--- src/rtl/fetch_pkg.sv ---
// Shared constants and types for the instruction-fetch stage.
package fetch_pkg;

    localparam int          INST_BYTES   = 4;
    localparam logic [31:0] DEF_RESET_PC = 32'h0000_0000;

    typedef enum logic [1:0] {
        IDLE,
        REQ,
        DROP
    } fetch_state_t;

    typedef struct packed {
        logic [31:0] pc;
        logic [31:0] inst;
    } fetch_entry_t;

endpackage

--- src/rtl/fetch_fifo.sv ---
// Prefetch queue: synchronous FIFO holding {pc, inst} entries.
// Flush overrides push and pop; a push into a full queue is honoured only with a pop.
module fetch_fifo #(
    parameter int WIDTH = 64,
    parameter int DEPTH = 4,
    localparam int PW = $clog2(DEPTH),
    localparam int CW = $clog2(DEPTH) + 1
) (
    input  logic             clk,
    input  logic             reset,
    input  logic             push,
    input  logic [WIDTH-1:0] push_data,
    input  logic             pop,
    input  logic             flush,
    output logic [WIDTH-1:0] head,
    output logic [CW-1:0]    count,
    output logic             empty,
    output logic             full
);

    logic [WIDTH-1:0] mem [DEPTH];
    logic [PW-1:0]    wr_ptr;
    logic [PW-1:0]    rd_ptr;
    logic             do_push;
    logic             do_pop;

    assign do_pop  = pop && !empty;
    assign do_push = push && (!full || do_pop);

    always_ff @(posedge clk or posedge reset) begin
        if (reset) begin
            wr_ptr <= '0;
            rd_ptr <= '0;
            count  <= '0;
        end else if (flush) begin
            wr_ptr <= '0;
            rd_ptr <= '0;
            count  <= '0;
        end else begin
            if (do_push)
                wr_ptr <= wr_ptr + PW'(1);
            if (do_pop)
                rd_ptr <= rd_ptr + PW'(1);
            count <= count + CW'(do_push) - CW'(do_pop);
        end
    end

    // Storage needs no reset; the head is masked by the top while the queue is empty.
    always_ff @(posedge clk) begin
        if (do_push && !flush)
            mem[wr_ptr] <= push_data;
    end

    assign head  = mem[rd_ptr];
    assign empty = (count == '0);
    assign full  = (count == CW'(DEPTH));

endmodule

--- src/rtl/fetch_prefetch_unit.sv ---
// Instruction-fetch stage: one outstanding memory request feeding a prefetch queue.
// Misaligned-redirect fault detection is built only when FETCH_ALIGN_CHK_EN is defined.
module fetch_prefetch_unit
    import fetch_pkg::*;
#(
    parameter int                ADDR_W   = 32,
    parameter int                INST_W   = 32,
    parameter int                DEPTH    = 4,
    parameter logic [ADDR_W-1:0] RESET_PC = ADDR_W'(DEF_RESET_PC)
) (
    input  logic              clk,
    input  logic              reset,
    output logic              mem_req,
    output logic [ADDR_W-1:0] mem_addr,
    input  logic              mem_ack,
    input  logic [INST_W-1:0] mem_rdata,
    input  logic              redirect,
    input  logic [ADDR_W-1:0] redirect_pc,
    output logic              out_valid,
    input  logic              out_ready,
    output logic [INST_W-1:0] out_inst,
    output logic [ADDR_W-1:0] out_pc,
    output logic [ADDR_W-1:0] out_npc
`ifdef FETCH_ALIGN_CHK_EN
    ,
    output logic              fault
`endif
);

    localparam int CW = $clog2(DEPTH) + 1;
    localparam int EW = ADDR_W + INST_W;

    fetch_state_t      state_q;
    fetch_state_t      state_d;
    logic [ADDR_W-1:0] fetch_pc;
    logic [ADDR_W-1:0] drop_addr;
    logic [ADDR_W-1:0] target_pc;
    logic [EW-1:0]     head;
    logic [ADDR_W-1:0] head_pc;
    logic [INST_W-1:0] head_inst;
    logic [CW-1:0]     count;
    logic              empty;
    logic              full;
    logic              push;
    logic              pop;
    logic              credit_after_push;
    logic              fault_q;
    logic              fault_d;

`ifdef FETCH_ALIGN_CHK_EN
    logic misaligned;

    assign misaligned = |redirect_pc[1:0];
    assign target_pc  = redirect_pc;
    assign fault_d    = redirect ? misaligned : fault_q;
    assign fault      = fault_q;

    always_ff @(posedge clk or posedge reset) begin
        if (reset)
            fault_q <= 1'b0;
        else
            fault_q <= fault_d;
    end
`else
    logic unused_align;

    assign unused_align = ^redirect_pc[1:0];
    assign target_pc    = {redirect_pc[ADDR_W-1:2], 2'b00};
    assign fault_d      = 1'b0;
    assign fault_q      = 1'b0;
`endif

    assign push = (state_q == REQ) && mem_ack && !redirect;
    assign pop  = !empty && out_ready;

    // After a push the slot of the completed request is free again, so only the queue counts.
    assign credit_after_push = pop || (count < CW'(DEPTH - 1));

    always_ff @(posedge clk or posedge reset) begin
        if (reset) begin
            state_q   <= IDLE;
            fetch_pc  <= RESET_PC;
            drop_addr <= RESET_PC;
        end else begin
            state_q <= state_d;
            if (redirect)
                fetch_pc <= target_pc;
            else if (push)
                fetch_pc <= fetch_pc + ADDR_W'(INST_BYTES);
            if (redirect && (state_q == REQ) && !mem_ack)
                drop_addr <= fetch_pc;
        end
    end

    always_comb begin
        state_d = state_q;
        case (state_q)
            IDLE: begin
                if (redirect)
                    state_d = fault_d ? IDLE : REQ;
                else if (!full && !fault_q)
                    state_d = REQ;
            end
            REQ: begin
                if (redirect) begin
                    if (mem_ack)
                        state_d = fault_d ? IDLE : REQ;
                    else
                        state_d = DROP;
                end else if (mem_ack) begin
                    state_d = credit_after_push ? REQ : IDLE;
                end
            end
            DROP: begin
                if (mem_ack)
                    state_d = fault_d ? IDLE : REQ;
            end
            default: state_d = IDLE;
        endcase
    end

    always_comb begin
        mem_req  = (state_q != IDLE);
        mem_addr = (state_q == DROP) ? drop_addr : fetch_pc;
    end

    fetch_fifo #(
        .WIDTH (EW),
        .DEPTH (DEPTH)
    ) u_fifo (
        .clk       (clk),
        .reset     (reset),
        .push      (push),
        .push_data ({fetch_pc, mem_rdata}),
        .pop       (pop),
        .flush     (redirect),
        .head      (head),
        .count     (count),
        .empty     (empty),
        .full      (full)
    );

    assign {head_pc, head_inst} = head;
    assign out_valid = !empty;
    assign out_inst  = empty ? '0 : head_inst;
    assign out_pc    = empty ? '0 : head_pc;
    assign out_npc   = empty ? '0 : head_pc + ADDR_W'(INST_BYTES);

endmodule

--- config.mk ---
export PLATFORM = sky130hd
export DESIGN_NAME = fetch_prefetch_unit
export DESIGN_NICKNAME = d
export VERILOG_FILES = /design/src/rtl/fetch_pkg.sv /design/src/rtl/fetch_fifo.sv /design/src/rtl/fetch_prefetch_unit.sv
export SDC_FILE = /design/constraint.sdc
export NUM_CORES = 1
export LEC_CHECK = 0
export BUFFER_PORTS_ARGS = -buffer_cell sky130_fd_sc_hd__buf_2
export CAP_MARGIN = 20
export CORE_ASPECT_RATIO = 0.8
export CORE_UTILIZATION = 30
export DETAILED_ROUTE_END_ITERATION = 16
export PLACE_DENSITY_LB_ADDON = 0.05
export SLEW_MARGIN = 25
export SYNTH_ARGS = -nofsm -noshare
export SYNTH_HDL_FRONTEND = slang
export SYNTH_SLANG_ARGS = --single-unit
--- constraint.sdc ---
create_clock -name clk -period 6.2 [get_ports clk]
set_input_delay 1.24 -clock clk [delete_from_list [all_inputs] [get_ports clk]]
set_output_delay 1.24 -clock clk [all_outputs]
set_load 0.01 [all_outputs]
* Word-level counts from Yosys, hierarchy flattened *
Memories as Yosys holds them, arrays and structs flattened.
Index checks and enable logic that the tools add are counted.

storage, ports and cells
  bits in writable memories = 256
  input port bits = 69
  output and inout bits = 130
  bits in registers = 73
  logic and storage cells = 62
  memories kept = 1

cells by class
  $lt $le $gt $ge = 1
  equality and inequality tests = 6
  add/sub/neg operators = 6
  muxes and demuxes = 21
  reductions and logical operators = 21

memory list
  name        depth  width  rd ports  clocked after Yosys merged registers in  wr ports  line              text
  u_fifo.mem  4      64     1         0                                        1         fetch_fifo.sv:21  logic [WIDTH-1:0] mem [DEPTH];

operators with widths
  kind                   count
  $mux 32                6
  $add 32x3->32 const B  2
  $mux 2                 10
  $logic_and 1x1->1      8
  $reduce_bool 2->1      4
  $ne 3x3->1 const B     2
  $pmux 2 s3             1
  $add 2x1->2 const B    2
  $logic_not 1->1        4
  $add 3x1->3            1
  $eq 3x3->1 const B     1
  $logic_not 3->1        1
  $lt 3x2->1 const B     1
  $mux 1                 3
  $mux 3                 1
  $reduce_and 3->1       1
  $sub 3x1->3            1
  $eq 2x1->1 const B     1
  $eq 2x2->1 const B     1
  $logic_not 2->1        1
  $logic_or 1x1->1       2
  $ne 2x2->1 const B     1

* Logic depth before layout (Yosys ltp) *
  word-level depth = 9
  depth in mapped cells = 11

* By module *
A second synthesis with hierarchy kept.

second synthesis, totals
  cell total of the unflattened synthesis = 884
  area, all modules = 14,167.3 µm²

by module, submodules not included
  module               instances  area each (µm²)  cells each
  fetch_fifo           1          9,676.8          381
  fetch_prefetch_unit  1          4,490.6          503

* Worst setup path after synthesis *
No wires, ideal clock.

  kind = input -> register
  start point = in redirect
  end point = mem u_fifo.mem[0][0] (enable)
  library setup time = 0.426 ns
  stages on the path = 3
  slack = 2.346 ns
  required time = 5.774 ns
  buffers on the path = 1
  data arrival time = 3.428 ns
  cells stage by stage = clkbuf_1 > nor3_1 > and2_1

on the way
  word-level cells in the longest chain between the ends = 6

RTL lines
  element                           line                                         text
  start: declaration                fetch_prefetch_unit.sv:17                    input logic redirect,
  $logic_not 1->1 (*)               fetch_fifo.sv:50, fetch_prefetch_unit.sv:73
  $logic_and 1x1->1                 fetch_prefetch_unit.sv:73                    assign push = (state_q == REQ) && mem_ack && !redirect;
  $logic_and 1x1->1                 fetch_fifo.sv:28                             assign do_push = push && (!full || do_pop);
  $logic_and 1x1->1 (*)             fetch_fifo.sv:50                             if (do_push && !flush)
  $mux 1 (*)                        fetch_fifo.sv:50
  $mux 1 (not written as such) (*)  fetch_fifo.sv:51                             mem[wr_ptr] <= push_data;
  end: declaration                  fetch_fifo.sv:21

Mark *: on every way between the ends. The rest lies on a longest branch, timed or not.

* Worst setup path in the final report *
  start point = reg u_fifo.rd_ptr[0]
  end point = out out_npc[26]

on the way
  word-level cells in the longest chain between the ends = 3

RTL lines
  element                   line                        text
  start: declaration        fetch_fifo.sv:23            logic [PW-1:0] rd_ptr;
  start signal: assignment  fetch_fifo.sv:43            rd_ptr <= rd_ptr + PW'(1);
  $mem_v2 4x64              --
  $add 32x3->32             fetch_prefetch_unit.sv:147  assign out_npc = empty ? '0 : head_pc + ADDR_W'(INST_BYTES);
  $mux 32                   fetch_prefetch_unit.sv:147
  end: declaration          fetch_prefetch_unit.sv:23   output logic [ADDR_W-1:0] out_npc

Every way passes these cells.

==> results <==
- In this run the tool buffered the top-level ports with 190 buffer cells.
- The signed area change from the synthesized netlist to the final layout is 19.3%.
- The worst path in the final design needs a cycle of 4860 ps, including I/O delays and setup.
- The number of pins with negative max-slew slack in the final report is 0.
- After detailed routing, the number of remaining DRC violations is 0.
- Summing the areas of all fa, ha and maj instances in the mapped netlist gives less than 1% of the synthesized area.
- The maximum clock frequency is around 0.21 GHz.
- The number of antenna violations at the first check in global routing is 2.
- Setup repair after global routing left no endpoint under its margin.
- The vertical die dimension is 195 µm.
- The critical path starts at u_fifo.rd_ptr[0].
- The most critical setup path has its endpoint at out_npc[26].
- Once placement finished, the instance area stood at 15600 µm².
- In the final design database the tool counted 1158 nets.
- The number of global-route vias before repair was between 8000 and 9000.
- In the synthesized netlist the async set-or-reset flop fraction comes to 21.8%.
- In this run the remaining antenna-violating nets after routing total 0.
- The routability congestion estimate is approximately 0.75.
- The number of cells on the worst reg-to-reg path is 12.
- The number of hold violations in the final report was 0.
- Setup violations remaining at the end of the flow were counted as 0.
- Using the TritonRoute via totals, the vias-per-cell ratio works out to 4.71.
- The combinational family with the most area after synthesis is multiplexers.
- The worst setup path is launched from a flop.
- The share of the Yosys chip area taken by registers is 65.6%.
- The clock drives 317 sinks.
- The average wire per standard cell is 21.3 µm.
- The path class of the lowest-slack min-delay path is flop to flop.
- Once the floorplan was initialized, standard cells occupied 30.5% of the core.
- Measured against the total synthesized area, the mux share comes to 16.3%.
- The multi-input gate area in the final layout is 4530 µm².
- The remaining max-slew budget at the tightest pin is approximately 38%.
- In this run the critical register-to-register path is launched from u_fifo.count[0].
- The setup TNS is 0 ps.
- The power per cell area is 397 nW/µm².
- The core region is ~46000 µm².
- After synthesis, the mean cell area works out to 15.8 µm².
- The count of warnings emitted by yosys is 0.
- Global routing finished with a remaining overflow of 0.
- The maximum clock path buffer count is 3.
- The first global-routing pass estimated 55400 µm of wire.
- The count of distinct cell types in the synthesized netlist is 48.
- The worst reg-to-reg setup slack is 2960 ps.
- The synthesized-area fraction occupied by xor and xnor cells is 2.69%.
- The tool flagged a number of max-cap violations equal to 0.
- The worst reg2reg path endpoint is u_fifo.count[2].
- The required time at the worst-slack endpoint is between 4000 and 5000 ps.
- Measured along the x axis, the die boundary spans 243 µm.
- Among all flip-flop cells after synthesis, the most frequent one is sky130_fd_sc_hd__edfxtp_1.
- For the pin with the worst max-slew slack, the measured transition is 934 ps.
- CTS built an H-tree with a depth of 2.
- The area fraction in compound gates after synthesis is 1.91%.
- The total routing resource utilization after global routing is about 16%.
- The detailed router finished its first iteration with 365 violations.
- The worst hold slack across all endpoints is between 400 and 500 ps.
- The largest clock skew in the final design is 18.3 ps.
- The type of the worst setup path is flop to output port.
- The post-synth design cell area is 14000 µm².
- The source-to-sink clock delay at the later pin of the worst-skew pair is 530 ps.
- Counting tap cells, the placed design contains a total of roughly 1700 instances.
- Once detailed placement completed, the half-perimeter wirelength came to 23400 µm.
- After clock tree synthesis, the clock-pin slew on the worst setup and hold paths is 60 ps.
- Entering global routing, the biggest net connects 71 pins.
- The share of layout cells above drive strength 1 is 34.3%.
- The filler cells instantiated in the layout total 4408.
- The clock root buffer master is sky130_fd_sc_hd__clkbuf_16.
- The standby leakage power is 6.03 nW.
- STA classifies the critical path endpoint as an output port.
- The flow ran to the end, and the final reports show no timing, DRC or antenna violations.
- The number of standard cells after synthesis is between 800 and 900.
- The total wire length after detailed routing is around 37000 µm.
- The total vias in the final route is between 8000 and 9000.
- Counting flops with a built-in enable in the synthesized netlist gives 248.
- Of all nets on the critical path, the largest fanout is 28.
- The worst path uses 78.4% of the clock period.
- Data on the critical path arrives at its endpoint at ~3600 ps.
- The post-route standard cell area excluding fillers is 16700 µm².
- The register bit count reported by yosys is 317.
- The first-pass detailed-route iteration total is 4.
- 199 I/O pins were placed.
- The post-synthesis simple-gate area fraction is 10.3%.
- Summing all flip-flop and latch instances after layout gives 9180 µm².
- The clock buffer count from CTS is 36.
- For this design, the CTS-stage hold fixing added 0 buffers.
- The floorplan die area is 47500 µm².
- The clock tree from TritonCTS is yes.
- The post-CTS setup repair buffer count is 0.
- The maximum ir drop on the vdd rail is 0.162 mV.
- The non-filler instance count after layout is around 1700.
- The count of standard-cell rows is 70.
- The total of cells resized after clock tree synthesis is 0.
## per-layer routing
| metal | routed length, µm | global-route usage (%) | up-vias | part of all wire (%) |
|---|---|---|---|---|
| li1 | - | - | 3760 | - |
| met1 | 17600 | 22.6 | 4120 | 48 |
| met2 | 16700 | 24.2 | 153 | 46 |
| met4 | 638 | 4.15 | 2 | 1.7 |
| met3 | 1660 | 3.24 | 50 | 4.5 |
| met5 | 14 | 0 | - | 0.038 |
## worst min path at each step
stage	start	to	slack, ps	cells after the start
final	drop_addr[30]	drop_addr[30]	500	1
after global routing	drop_addr[14]	drop_addr[14]	520	1
after CTS	drop_addr[30]	drop_addr[30]	510	1
after detailed placement	drop_addr[23]	drop_addr[23]	490	1
after global placement	drop_addr[30]	drop_addr[30]	490	1
after floorplan	drop_addr[5]	drop_addr[5]	480	1
## power by group
group,switching (mW),internal (mW)
registers,0.194,2.52
logic,1.03,0.866
clock network,0.844,1.16
## worst max-delay path, stage by stage (launching register included)
cell,delay [ps]
sky130_fd_sc_hd__dfrtp_4,790
sky130_fd_sc_hd__mux4_1,540
sky130_fd_sc_hd__and4_1,460
sky130_fd_sc_hd__nand3_1,370
sky130_fd_sc_hd__nor4_1,400
sky130_fd_sc_hd__mux2_2,380
sky130_fd_sc_hd__buf_2,140
## metrics by stage
stage               utilization [%]  setup WS, ps  power [mW]
floorplan                         -          2350        3.96
global placement               34.0          1910        4.71
detailed placement             34.0          1870        4.71
CTS                            36.4          1250        6.75
global route                   36.4          1100        6.99
finish                         36.4          1340        6.61
## sequential cells by signal (all words and copies together), names as in the netlist
register,cells
drop_addr,30
fetch_pc,30
state_q,2
u_fifo.count,3
u_fifo.mem,248
u_fifo.rd_ptr,2
u_fifo.wr_ptr,2
## area by class of cell
cell class | count | area share, %
antenna | 3 | 0.0450
clock buffer | 39 | 5.60
clock inverter | 22 | 0.900
inverter | 13 | 0.293
multi-input combinational | 506 | 27.2
sequential | 317 | 55.0
tap | 612 | 4.59
timing repair buffer | 205 | 6.38
## kinds of logic (layout without fill, tap and decap cells)
family,Yosys count,after routing
XOR/XNOR,43,43
AND/OR/NAND/NOR,263,263
adder cells (fa/ha/maj),10,10
AO/OA/AOI/OAI,50,50
buffers and inverters,66,279
multiplexers,134,134
flip-flops,317,317
other,1,9
## synth_stat cells, drive strengths merged (2+ instances only)
| master | instances | share of area (%) |
|---|---|---|
| a21oi | 9 | 0.32 |
| and2 | 74 | 3.3 |
| and3 | 7 | 0.31 |
| and4 | 7 | 0.44 |
| buf | 26 | 1.2 |
| clkbuf | 27 | 0.72 |
| dfrtp | 69 | 12 |
| edfxtp | 248 | 53 |
| ha | 9 | 0.81 |
| inv | 13 | 0.35 |
| mux2 | 69 | 5.6 |
| mux2i | 3 | 0.21 |
| mux4 | 62 | 11 |
| nand2 | 57 | 1.5 |
| nand2b | 3 | 0.13 |
| nand3 | 17 | 0.61 |
| nand4 | 16 | 0.82 |
| nand4b | 2 | 0.13 |
| nor2 | 35 | 0.94 |
| nor2b | 2 | 0.089 |
| nor3 | 17 | 0.61 |
| nor4 | 10 | 0.45 |
| o21ai | 34 | 1.2 |
| o31ai | 3 | 0.16 |
| or2 | 2 | 0.089 |
| or3 | 5 | 0.26 |
| or4 | 4 | 0.21 |
| xnor2 | 24 | 1.5 |
| xor2 | 19 | 1.2 |
## layout by cell type (no fill, tap or decap), types with 20 or more instances in the layout
| master | count |
|---|---|
| sky130_fd_sc_hd__clkbuf_16 | 37 |
| sky130_fd_sc_hd__mux4_2 | 42 |
| sky130_fd_sc_hd__dfrtp_1 | 67 |
| sky130_fd_sc_hd__edfxtp_1 | 248 |
| sky130_fd_sc_hd__and2_1 | 70 |
| sky130_fd_sc_hd__xnor2_1 | 24 |
| sky130_fd_sc_hd__mux2_2 | 69 |
| sky130_fd_sc_hd__buf_2 | 190 |
| sky130_fd_sc_hd__o21ai_0 | 34 |
| sky130_fd_sc_hd__nand2_1 | 57 |
| sky130_fd_sc_hd__nor2_1 | 35 |
| sky130_fd_sc_hd__mux4_1 | 20 |
No activity file was read; power rests on OpenSTA's default activity.
